<file path="src/rtl/ssd1306_pkg.sv">
// Shared opcodes, state enums and reset constants for the SSD1306 SPI capture block.
package ssd1306_pkg;

  localparam logic [7:0] CMD_DISP_OFF  = 8'hAE;
  localparam logic [7:0] CMD_DISP_ON   = 8'hAF;
  localparam logic [7:0] CMD_INV_OFF   = 8'hA6;
  localparam logic [7:0] CMD_INV_ON    = 8'hA7;
  localparam logic [7:0] CMD_ADDR_MODE = 8'h20;
  localparam logic [7:0] CMD_CONTRAST  = 8'h81;
  localparam logic [7:0] CMD_COL_ADDR  = 8'h21;
  localparam logic [7:0] CMD_PAGE_ADDR = 8'h22;

  localparam logic [7:0] CONTRAST_RESET = 8'h7F;

  typedef enum logic [1:0] {HORIZ = 2'd0, VERT = 2'd1, PAGE = 2'd2} addr_mode_t;
  typedef enum logic [1:0] {IDLE = 2'd0, ARG1 = 2'd1, ARG2 = 2'd2} cmd_state_t;

  // Opcodes whose single argument byte is swallowed without effect.
  function automatic logic is_skip_arg_op(input logic [7:0] op);
    return (op == 8'h8D) || (op == 8'hA8) || (op == 8'hD3) || (op == 8'hD5) ||
           (op == 8'hD9) || (op == 8'hDA) || (op == 8'hDB);
  endfunction

endpackage

</file>
<file path="src/rtl/ssd1306_spi_capture_spi_byte_rx.sv">
// Pin synchroniser, SCK edge detector and MSB-first byte shifter for the OLED SPI pins.
module spi_byte_rx
  import ssd1306_pkg::*;
#(
  parameter int SYNC_STAGES = 2
) (
  input  logic       clk,
  input  logic       rst,
  input  logic       sck,
  input  logic       mosi,
  input  logic       dc_in,
  input  logic       cs_n,
  input  logic       rst_n,
  output logic       byte_valid,
  output logic [7:0] rx_byte,
  output logic       dc,
  output logic       ctrl_rst
);

  // Bundle order {rst_n, cs_n, dc, mosi, sck}; idle values keep the controller deselected.
  localparam logic [4:0] SYNC_RESET = 5'b11000;

  logic [4:0] sync_q [SYNC_STAGES];
  logic [4:0] sync_d [SYNC_STAGES];
  logic [4:0] pins_s;
  logic       sck_prev_q, sck_prev_d;
  logic [2:0] bit_cnt_q, bit_cnt_d;
  logic [7:0] shift_q, shift_d;
  logic       sck_rise;

  always_comb begin
    sync_d[0] = {rst_n, cs_n, dc_in, mosi, sck};
    for (int i = 1; i < SYNC_STAGES; i++) begin
      sync_d[i] = sync_q[i-1];
    end
  end

  assign pins_s   = sync_q[SYNC_STAGES-1];
  assign ctrl_rst = ~pins_s[4];
  assign dc       = pins_s[2];
  assign sck_rise = pins_s[0] & ~sck_prev_q;
  assign rx_byte  = {shift_q[6:0], pins_s[1]};

  // A deselected or held-in-reset controller drops any partial byte and ignores SCK.
  always_comb begin
    sck_prev_d = pins_s[0];
    bit_cnt_d  = bit_cnt_q;
    shift_d    = shift_q;
    byte_valid = 1'b0;
    if (ctrl_rst || pins_s[3]) begin
      bit_cnt_d = 3'd0;
    end else if (sck_rise) begin
      shift_d    = rx_byte;
      bit_cnt_d  = bit_cnt_q + 3'd1;
      byte_valid = (bit_cnt_q == 3'd7);
    end
  end

  always_ff @(posedge clk or posedge rst) begin
    if (rst) begin
      for (int i = 0; i < SYNC_STAGES; i++) begin
        sync_q[i] <= SYNC_RESET;
      end
      sck_prev_q <= 1'b0;
      bit_cnt_q  <= 3'd0;
      shift_q    <= 8'd0;
    end else begin
      sync_q     <= sync_d;
      sck_prev_q <= sck_prev_d;
      bit_cnt_q  <= bit_cnt_d;
      shift_q    <= shift_d;
    end
  end

endmodule

</file>
<file path="src/rtl/ssd1306_spi_capture.sv">
// SSD1306 emulation: decodes command/data bytes from the AVR's OLED SPI pins into framebuffer writes.
module ssd1306_spi_capture
  import ssd1306_pkg::*;
#(
  parameter int SYNC_STAGES = 2,
  parameter int COLS        = 128,
  parameter int PAGES       = 8
) (
  input  logic                                     clk_avr_16,
  input  logic                                     rst,
  input  logic                                     oled_clk,
  input  logic                                     oled_data,
  input  logic                                     oled_dc,
  input  logic                                     oled_cs_n,
  input  logic                                     oled_rst_n,
  output logic                                     fb_wr_en,
  output logic [$clog2(PAGES)+$clog2(COLS)-1:0]    fb_wr_addr,
  output logic [7:0]                               fb_wr_data,
  output logic                                     display_on,
  output logic                                     invert,
  output logic [7:0]                               contrast
);

  localparam int CW = $clog2(COLS);
  localparam int PW = $clog2(PAGES);

  logic          byte_valid, rx_dc, ctrl_rst;
  logic [7:0]    rx_byte;

  cmd_state_t    state_q, state_d;
  addr_mode_t    mode_q, mode_d;
  logic [7:0]    op_q, op_d;
  logic [6:0]    arg1_q, arg1_d;
  logic [CW-1:0] col_q, col_d, col_start_q, col_start_d, col_end_q, col_end_d;
  logic [PW-1:0] page_q, page_d, page_start_q, page_start_d, page_end_q, page_end_d;
  logic          disp_q, disp_d, inv_q, inv_d;
  logic [7:0]    contrast_q, contrast_d;
  logic          wr_en_q, wr_en_d;
  logic [PW+CW-1:0] wr_addr_q, wr_addr_d;
  logic [7:0]    wr_data_q, wr_data_d;

  logic          col_wrap, page_wrap;
  logic [CW-1:0] col_inc;
  logic [PW-1:0] page_inc;

  spi_byte_rx #(.SYNC_STAGES(SYNC_STAGES)) u_rx (
    .clk        (clk_avr_16),
    .rst        (rst),
    .sck        (oled_clk),
    .mosi       (oled_data),
    .dc_in      (oled_dc),
    .cs_n       (oled_cs_n),
    .rst_n      (oled_rst_n),
    .byte_valid (byte_valid),
    .rx_byte    (rx_byte),
    .dc         (rx_dc),
    .ctrl_rst   (ctrl_rst)
  );

  // Wrapping at the physical edge as well keeps start>end windows inside the panel.
  assign col_wrap  = (col_q == col_end_q) || (col_q == CW'(COLS - 1));
  assign page_wrap = (page_q == page_end_q) || (page_q == PW'(PAGES - 1));
  assign col_inc   = col_wrap ? col_start_q : col_q + 1'b1;
  assign page_inc  = page_wrap ? page_start_q : page_q + 1'b1;

  always_comb begin
    state_d      = state_q;
    mode_d       = mode_q;
    op_d         = op_q;
    arg1_d       = arg1_q;
    col_d        = col_q;
    col_start_d  = col_start_q;
    col_end_d    = col_end_q;
    page_d       = page_q;
    page_start_d = page_start_q;
    page_end_d   = page_end_q;
    disp_d       = disp_q;
    inv_d        = inv_q;
    contrast_d   = contrast_q;
    wr_en_d      = 1'b0;
    wr_addr_d    = wr_addr_q;
    wr_data_d    = wr_data_q;
    if (ctrl_rst) begin
      state_d      = IDLE;
      mode_d       = PAGE;
      op_d         = 8'd0;
      arg1_d       = 7'd0;
      col_d        = '0;
      col_start_d  = '0;
      col_end_d    = CW'(COLS - 1);
      page_d       = '0;
      page_start_d = '0;
      page_end_d   = PW'(PAGES - 1);
      disp_d       = 1'b0;
      inv_d        = 1'b0;
      contrast_d   = CONTRAST_RESET;
      wr_addr_d    = '0;
      wr_data_d    = 8'd0;
    end else if (byte_valid && rx_dc) begin
      // Data always lands in GDDRAM, even if it interrupts a pending command argument.
      state_d   = IDLE;
      wr_en_d   = 1'b1;
      wr_addr_d = {page_q, col_q};
      wr_data_d = rx_byte;
      case (mode_q)
        HORIZ: begin
          col_d = col_inc;
          if (col_wrap) page_d = page_inc;
        end
        VERT: begin
          page_d = page_inc;
          if (page_wrap) col_d = col_inc;
        end
        default: col_d = col_inc;
      endcase
    end else if (byte_valid) begin
      case (state_q)
        IDLE: begin
          op_d = rx_byte;
          if (rx_byte == CMD_DISP_OFF || rx_byte == CMD_DISP_ON) begin
            disp_d = rx_byte[0];
          end else if (rx_byte == CMD_INV_OFF || rx_byte == CMD_INV_ON) begin
            inv_d = rx_byte[0];
          end else if (rx_byte == CMD_ADDR_MODE || rx_byte == CMD_CONTRAST ||
                       rx_byte == CMD_COL_ADDR || rx_byte == CMD_PAGE_ADDR ||
                       is_skip_arg_op(rx_byte)) begin
            state_d = ARG1;
          end else if (mode_q == PAGE) begin
            if (rx_byte[7:4] == 4'h0) col_d = {col_q[6:4], rx_byte[3:0]};
            else if (rx_byte[7:4] == 4'h1) col_d = {rx_byte[2:0], col_q[3:0]};
            else if (rx_byte[7:3] == 5'b10110) page_d = rx_byte[2:0];
          end
        end
        ARG1: begin
          state_d = IDLE;
          if (op_q == CMD_COL_ADDR || op_q == CMD_PAGE_ADDR) begin
            arg1_d  = rx_byte[6:0];
            state_d = ARG2;
          end else if (op_q == CMD_ADDR_MODE) begin
            mode_d = (rx_byte[1:0] == 2'd3) ? PAGE : addr_mode_t'(rx_byte[1:0]);
          end else if (op_q == CMD_CONTRAST) begin
            contrast_d = rx_byte;
          end
        end
        ARG2: begin
          state_d = IDLE;
          if (op_q == CMD_COL_ADDR) begin
            col_start_d = arg1_q[CW-1:0];
            col_end_d   = rx_byte[CW-1:0];
            col_d       = arg1_q[CW-1:0];
          end else begin
            page_start_d = arg1_q[PW-1:0];
            page_end_d   = rx_byte[PW-1:0];
            page_d       = arg1_q[PW-1:0];
          end
        end
        default: state_d = IDLE;
      endcase
    end
  end

  always_ff @(posedge clk_avr_16 or posedge rst) begin
    if (rst) begin
      state_q      <= IDLE;
      mode_q       <= PAGE;
      op_q         <= 8'd0;
      arg1_q       <= 7'd0;
      col_q        <= '0;
      col_start_q  <= '0;
      col_end_q    <= CW'(COLS - 1);
      page_q       <= '0;
      page_start_q <= '0;
      page_end_q   <= PW'(PAGES - 1);
      disp_q       <= 1'b0;
      inv_q        <= 1'b0;
      contrast_q   <= CONTRAST_RESET;
      wr_en_q      <= 1'b0;
      wr_addr_q    <= '0;
      wr_data_q    <= 8'd0;
    end else begin
      state_q      <= state_d;
      mode_q       <= mode_d;
      op_q         <= op_d;
      arg1_q       <= arg1_d;
      col_q        <= col_d;
      col_start_q  <= col_start_d;
      col_end_q    <= col_end_d;
      page_q       <= page_d;
      page_start_q <= page_start_d;
      page_end_q   <= page_end_d;
      disp_q       <= disp_d;
      inv_q        <= inv_d;
      contrast_q   <= contrast_d;
      wr_en_q      <= wr_en_d;
      wr_addr_q    <= wr_addr_d;
      wr_data_q    <= wr_data_d;
    end
  end

  assign fb_wr_en   = wr_en_q;
  assign fb_wr_addr = wr_addr_q;
  assign fb_wr_data = wr_data_q;
  assign display_on = disp_q;
  assign invert     = inv_q;
  assign contrast   = contrast_q;

endmodule

</file>
<file path="config.mk">
export PLATFORM = sky130hd
export DESIGN_NAME = ssd1306_spi_capture
export DESIGN_NICKNAME = d
export VERILOG_FILES = /design/src/rtl/ssd1306_pkg.sv /design/src/rtl/ssd1306_spi_capture_spi_byte_rx.sv /design/src/rtl/ssd1306_spi_capture.sv
export SDC_FILE = /design/constraint.sdc
export NUM_CORES = 1
export LEC_CHECK = 0
export ABC_AREA = 0
export CAP_MARGIN = 10
export CORE_MARGIN = 5
export CORE_UTILIZATION = 35
export DETAILED_ROUTE_END_ITERATION = 10
export DONT_BUFFER_PORTS = 1
export GPL_TIMING_DRIVEN = 0
export PLACE_DENSITY = 0.6
export SYNTH_ARGS = -nofsm -noshare
export SYNTH_HDL_FRONTEND = slang
export SYNTH_SLANG_ARGS = --single-unit
</file>
<file path="constraint.sdc">
create_clock -name clk_avr_16 -period 4.05 [get_ports clk_avr_16]
set_input_delay 0.6075 -clock clk_avr_16 [delete_from_list [all_inputs] [get_ports clk_avr_16]]
set_output_delay 0.6075 -clock clk_avr_16 [all_outputs]
set_load 0.01 [all_outputs]
</file>
## Word level (Yosys, flattened, before mapping)

Cells that the tools add are included.

| cells by class | value |
|---|---|
| $add $sub $neg | 3 |
| equal/unequal tests | 64 |
| multiplexer cells | 99 |
| bitwise operators | 4 |
| reductions and logical operators | 34 |

Operators by type and width:

| kind | count |
|---|---|
| $mux 7 | 27 |
| $eq 8x8->1 const B | 13 |
| $mux 8 | 13 |
| $mux 3 | 24 |
| $ne 4x4->1 const B | 16 |
| $eq 8x6->1 const B | 6 |
| $ne 2x2->1 const B | 16 |
| $mux 2 | 14 |
| $mux 10 | 2 |
| $reduce_and 4->1 | 5 |
| $logic_or 1x1->1 | 16 |
| $mux 1 | 15 |
| $pmux 7 s2 | 1 |
| $pmux 3 s2 | 2 |
| $reduce_and 12->1 | 1 |
| $reduce_and 10->1 | 1 |
| $reduce_and 5->1 | 2 |
| $reduce_and 9->1 | 1 |
| $add 7x1->7 const B | 1 |
| $eq 7x7->1 | 1 |
| $eq 7x7->1 const B | 1 |
| $add 3x1->3 const B | 2 |
| $eq 2x2->1 const B | 3 |
| $eq 3x3->1 const B | 2 |
| other kinds (15) | 19 |

| storage, ports and cells | value |
|---|---|
| register bits | 99 |
| bits of input ports | 7 |
| output and inout port bits | 29 |
| logic and storage cells | 226 |

## Longest topological paths before layout

| depth | value |
|---|---|
| depth in word-level cells | 15 |
| gate-level depth with buffers | 9 |
| gate-level depth less buffers | 8 |

## Modules after synthesis

From an unflattened synthesis, not the netlist that was laid out.

| second synthesis, totals | value |
|---|---|
| cells, all modules | 485 |
| area total of the unflattened synthesis | 4,858.4 um^2 |

By module, submodules not included:

| module | times used | cells each | area each (um^2) | sequential area each (um^2) |
|---|---|---|---|---|
| ssd1306_spi_capture | 1 | 439 | 4,108.9 | 1,974.4 |
| spi_byte_rx | 1 | 46 | 749.5 | 530.5 |

## Worst setup path before layout

OpenSTA, ideal clock, no wires.

| timing | value |
|---|---|
| path type | register -> register |
| start point | reg u_rx.bit_cnt_q[0] |
| end point | reg page_q[1] |
| library setup time | 0.127 ns |
| data arrival time | 2.085 ns |
| data required time | 3.923 ns |
| path slack | 1.837 ns |
| stages on the path, launching flop included | 9 |
| path buffers | 0 |
| period minus slack after synthesis | 2.213 ns |
| path through | dfrtp_1 -> ha_1 -> ha_1 -> nand4bb_1 -> a21oi_1 -> o2bb2ai_1 -> a2111oi_4 -> nand2_2 -> mux2_1 |

| between the ends | value |
|---|---|
| cells in the longest elaborated chain, start to end | 6 |
| elaborated cells between the ends (all ways) | 19 |
| those cells by class | 13 x eq/ne; 4 x mux; 2 x reduce/logical |

Ends and longest elaborated chain:

| what | RTL line | text |
|---|---|---|
| start: declaration | ssd1306_spi_capture_spi_byte_rx.sv:27 | `logic [2:0] bit_cnt_q, bit_cnt_d;` |
| start signal: assignment | ssd1306_spi_capture_spi_byte_rx.sv:70 | `bit_cnt_q <= bit_cnt_d;` |
| $eq 3x3->1 * | ssd1306_spi_capture_spi_byte_rx.sv:55 | `byte_valid = (bit_cnt_q == 3'd7);` |
| $mux 1 * | ssd1306_spi_capture_spi_byte_rx.sv:52 | `end else if (sck_rise) begin` |
| $mux 1 * | ssd1306_spi_capture_spi_byte_rx.sv:50 | `if (ctrl_rst \|\| pins_s[3]) begin` |
| $logic_and 1x1->1 | ssd1306_spi_capture.sv:99 | `end else if (byte_valid && rx_dc) begin` |
| $ne 4x4->1 (no line) (tied with other cells) | n/a |  |
| $reduce_and 12->1 (no line) or $mux 3 (tied branches) | n/a |  |
| end signal: assignment | ssd1306_spi_capture.sv:188 | `page_q <= page_d;` |
| end: declaration | ssd1306_spi_capture.sv:35 | `logic [PW-1:0] page_q, page_d, page_start_q, page_start_d, page_end_q, page_end_d;` |

Every way passes the cells marked *; elsewhere a longest branch is shown, timed or not.
A chain may end at the register's enable or synchronous reset.

## Final worst setup path

| timing | value |
|---|---|
| start point | reg u_rx.bit_cnt_q[0] |
| end point | reg page_q[2] |

The elaborated chain is that of the path after synthesis.

==> metrics <==
final worst slack 1420 ps; Layout area overhead 12.0%; Rows 43; Ports 36; Yosys reg bits 99; post-synth top area share 0.397; clock buffer depth 2; number of H-tree branching levels 3; status complete, no violations; Mapped Nets 473; setup violators final 0; WP data required 4290 ps; Max stage delay on crit path 540 ps; Post-Route WL 11600 µm; Worst slew margin 0.427; initial antenna violation count 0; CP arrival 2870 ps; period utilisation layout 0.650; initial DRC count 272; residual DRC count 0; Peak supply drop 0.188 mV; Post-Syn Area 4860 µm²; nets@finish 485; ANT cells 0; Fin Setup TNS 0 ps; EDFF count, synth 0; leakage power 0.00241 µW; max-capacitance violation count 0; first-pass GRT wire length 19300 µm; origin of the worst setup path u_rx.bit_cnt_q[0]; r2r setup slk 1420 ps; Synth area leaders dfrtp_1 (40%), dfstp_2 (12%), mux2_1 (6.5%); CTS tree yes; Final Hold Viols 0; Reg-to-Reg End page_q[2]; core area 13700 µm²; post-CTS sizing 0; Worst R2R Path Depth 8; ys async rst share 1.00; DR vias/cell 5.26; Setup CP Type reg2reg; Hold Path Class in2async; Initial Util 0.354; share of layout cells above drive strength 1 0.149; # port buffers 0; Core Util, Final 0.397; All-Layer GR Usage 0.152; Seq/Total Area, Yosys 0.516; TritonRoute pass-1 iters 4; clk sink count 99; Die W 128 µm; CTS Buf Count 9; vias in the first global route 3551; RSZ-0062 raised after global routing no; largest net degree at the start of global routing 55; antenna viol nets, final 0; Top FF cell, synth dfrtp_1; Die ar. 16300 µm²; Worst Path Max Fanout 5; clk_skew 8.35 ps; crit path to page_q[2]; Pwr Density 501 nW/µm²; fillers 1349; total gr overflow 0; Reg clk slew, reported paths 70 ps; Yosys cell types 61; CTS Root Cell clkbuf_16; # hold bufs at CTS 0; Final Max Slew Viols 0; CP endpoint kind flop; worst-skew pair later-pin latency 350 ps; Avg Inst Size Synth 10.5 µm²; min cycle time layout 2630 ps; die height 128 µm; routed len/inst 17.7 µm; critical path cell sequence ha_1 -> ha_1 -> nand4bb_1 -> a21oi_1 -> o2bb2ai_1 -> a2111oi_4 -> nand2_2 -> mux2_1; GP Congestion 0.895; reg-to-reg critical path startpoint u_rx.bit_cnt_q[0]; f_max 0.380 GHz; cell taking the most area after synthesis dfrtp_1; post-place setup slack 1460 ps; synthesis warning total 0; Post-Syn Instances 461; via count 3461; Slowest cell on crit path a2111oi_4; Least-Margin Pin Slew 851 ps; Crit path top cell by count ha_1; crit start category flop; DP Wirelength 8460 µm; Post-CTS Setup Inserts 0
synth_stat cells, types with 11 or more instances:
library cell	n
mux2_2	12
nand3_1	34
clkbuf_1	17
nor2_1	32
mux2_1	28
a21oi_1	12
dfrtp_1	77
and2_1	11
nand2_1	73
dfstp_2	22
metrics by stage:
stage / total power (µW) / area (µm²) / instances / hold slack [ps]
global route: 2880 / 5440 / 658 / 226
finish: 2730 / 5440 / 658 / 188
detailed placement: 1810 / 5110 / 642 / 338
global placement: 1790 / 5080 / 641 / 333
CTS: 2750 / 5440 / 658 / 217
floorplan: 1650 / 4860 / 461 / 331
cell type report:
| type | instances | area [µm²] | share of cell area |
|---|---|---|---|
| Inverter | 8 | 32.5 | 0.00598 |
| Tap cell | 180 | 225 | 0.0414 |
| Clock inverter | 5 | 75.1 | 0.0138 |
| Buffer | 25 | 123 | 0.0225 |
| Sequential cell | 99 | 2500 | 0.460 |
| Multi-Input combinational cell | 329 | 2200 | 0.404 |
| Timing Repair Buffer | 1 | 27.5 | 0.00506 |
| Clock buffer | 11 | 253 | 0.0465 |
cell usage in the layout (no fill, tap or decap), types with 5 or more instances in the layout:
master / count
clkbuf_1: 17
mux2_1: 28
nand2b_1: 9
and2_1: 11
o21ai_0: 6
o21ai_1: 5
xor2_1: 9
mux2_2: 12
o211ai_1: 5
a21oi_1: 12
nor2_1: 32
dfstp_2: 22
nor4_1: 7
mux2i_1: 6
nand3_1: 34
nand2_1: 73
clkbuf_16: 9
dfrtp_1: 77
buf_2: 5
ha_1: 5
inv_1: 5
xnor2_1: 8
a31oi_1: 9
worst min-delay path by stage:
stage / from / endpoint / slack, ps
after floorplan: u_rx.sync_d[0] / u_rx.pins_s[0] / 330
after global placement: u_rx.sync_d[0] / u_rx.pins_s[0] / 330
after detailed placement: u_rx.sync_d[2] / u_rx.pins_s[2] / 340
after CTS: rst / u_rx.sync_d[1] / 220
after global routing: oled_rst_n / u_rx.sync_d[4] / 230
final: rst / u_rx.sync_d[1] / 190
power by group:
group	switching [µW]	total [µW]	leakage, µW	internal [µW]
clock	360	932	0.000165	571
combinational	301	532	0.000987	231
sequential	128	1260	0.00126	1130
total	789	2730	0.00241	1940
kinds of logic after synthesis:
kind of cell,share of synthesized area
AO/OA/AOI/OAI,0.107
multiplexers,0.105
adder cells (fa/ha/maj),0.0149
AND/OR/NAND/NOR,0.196
buffers and inverters,0.0314
XOR/XNOR,0.0307
flip-flops,0.516
layer usage:
metal | part of all wire | routed length [µm] | GRT usage
met3 | 0.063 | 727 | 0.0400
met2 | 0.48 | 5600 | 0.241
met5 | 0 | 0 | 0
met4 | 0.018 | 204 | 0.0581
met1 | 0.44 | 5100 | 0.200
registers in the layout, indices dropped and copies added (netlist names), 5 cells and up:
signal and count:
u_rx.pins_s 5, arg1_q 7, contrast 8, col_start_q 7, fb_wr_data 8, fb_wr_addr 10
col_q 7, u_rx.sync_d 5, op_q 8, u_rx.shift_q 7, col_end_q 7
worst max-delay path, delay by kind of cell, from the launching register on:
kind,cells,cell delay [ps]
compound gates,3,1010
simple gates,2,400
flops,1,360
mux,1,320
fa+ha+maj,2,440
Note: power is estimated with default switching activity, not from simulation.
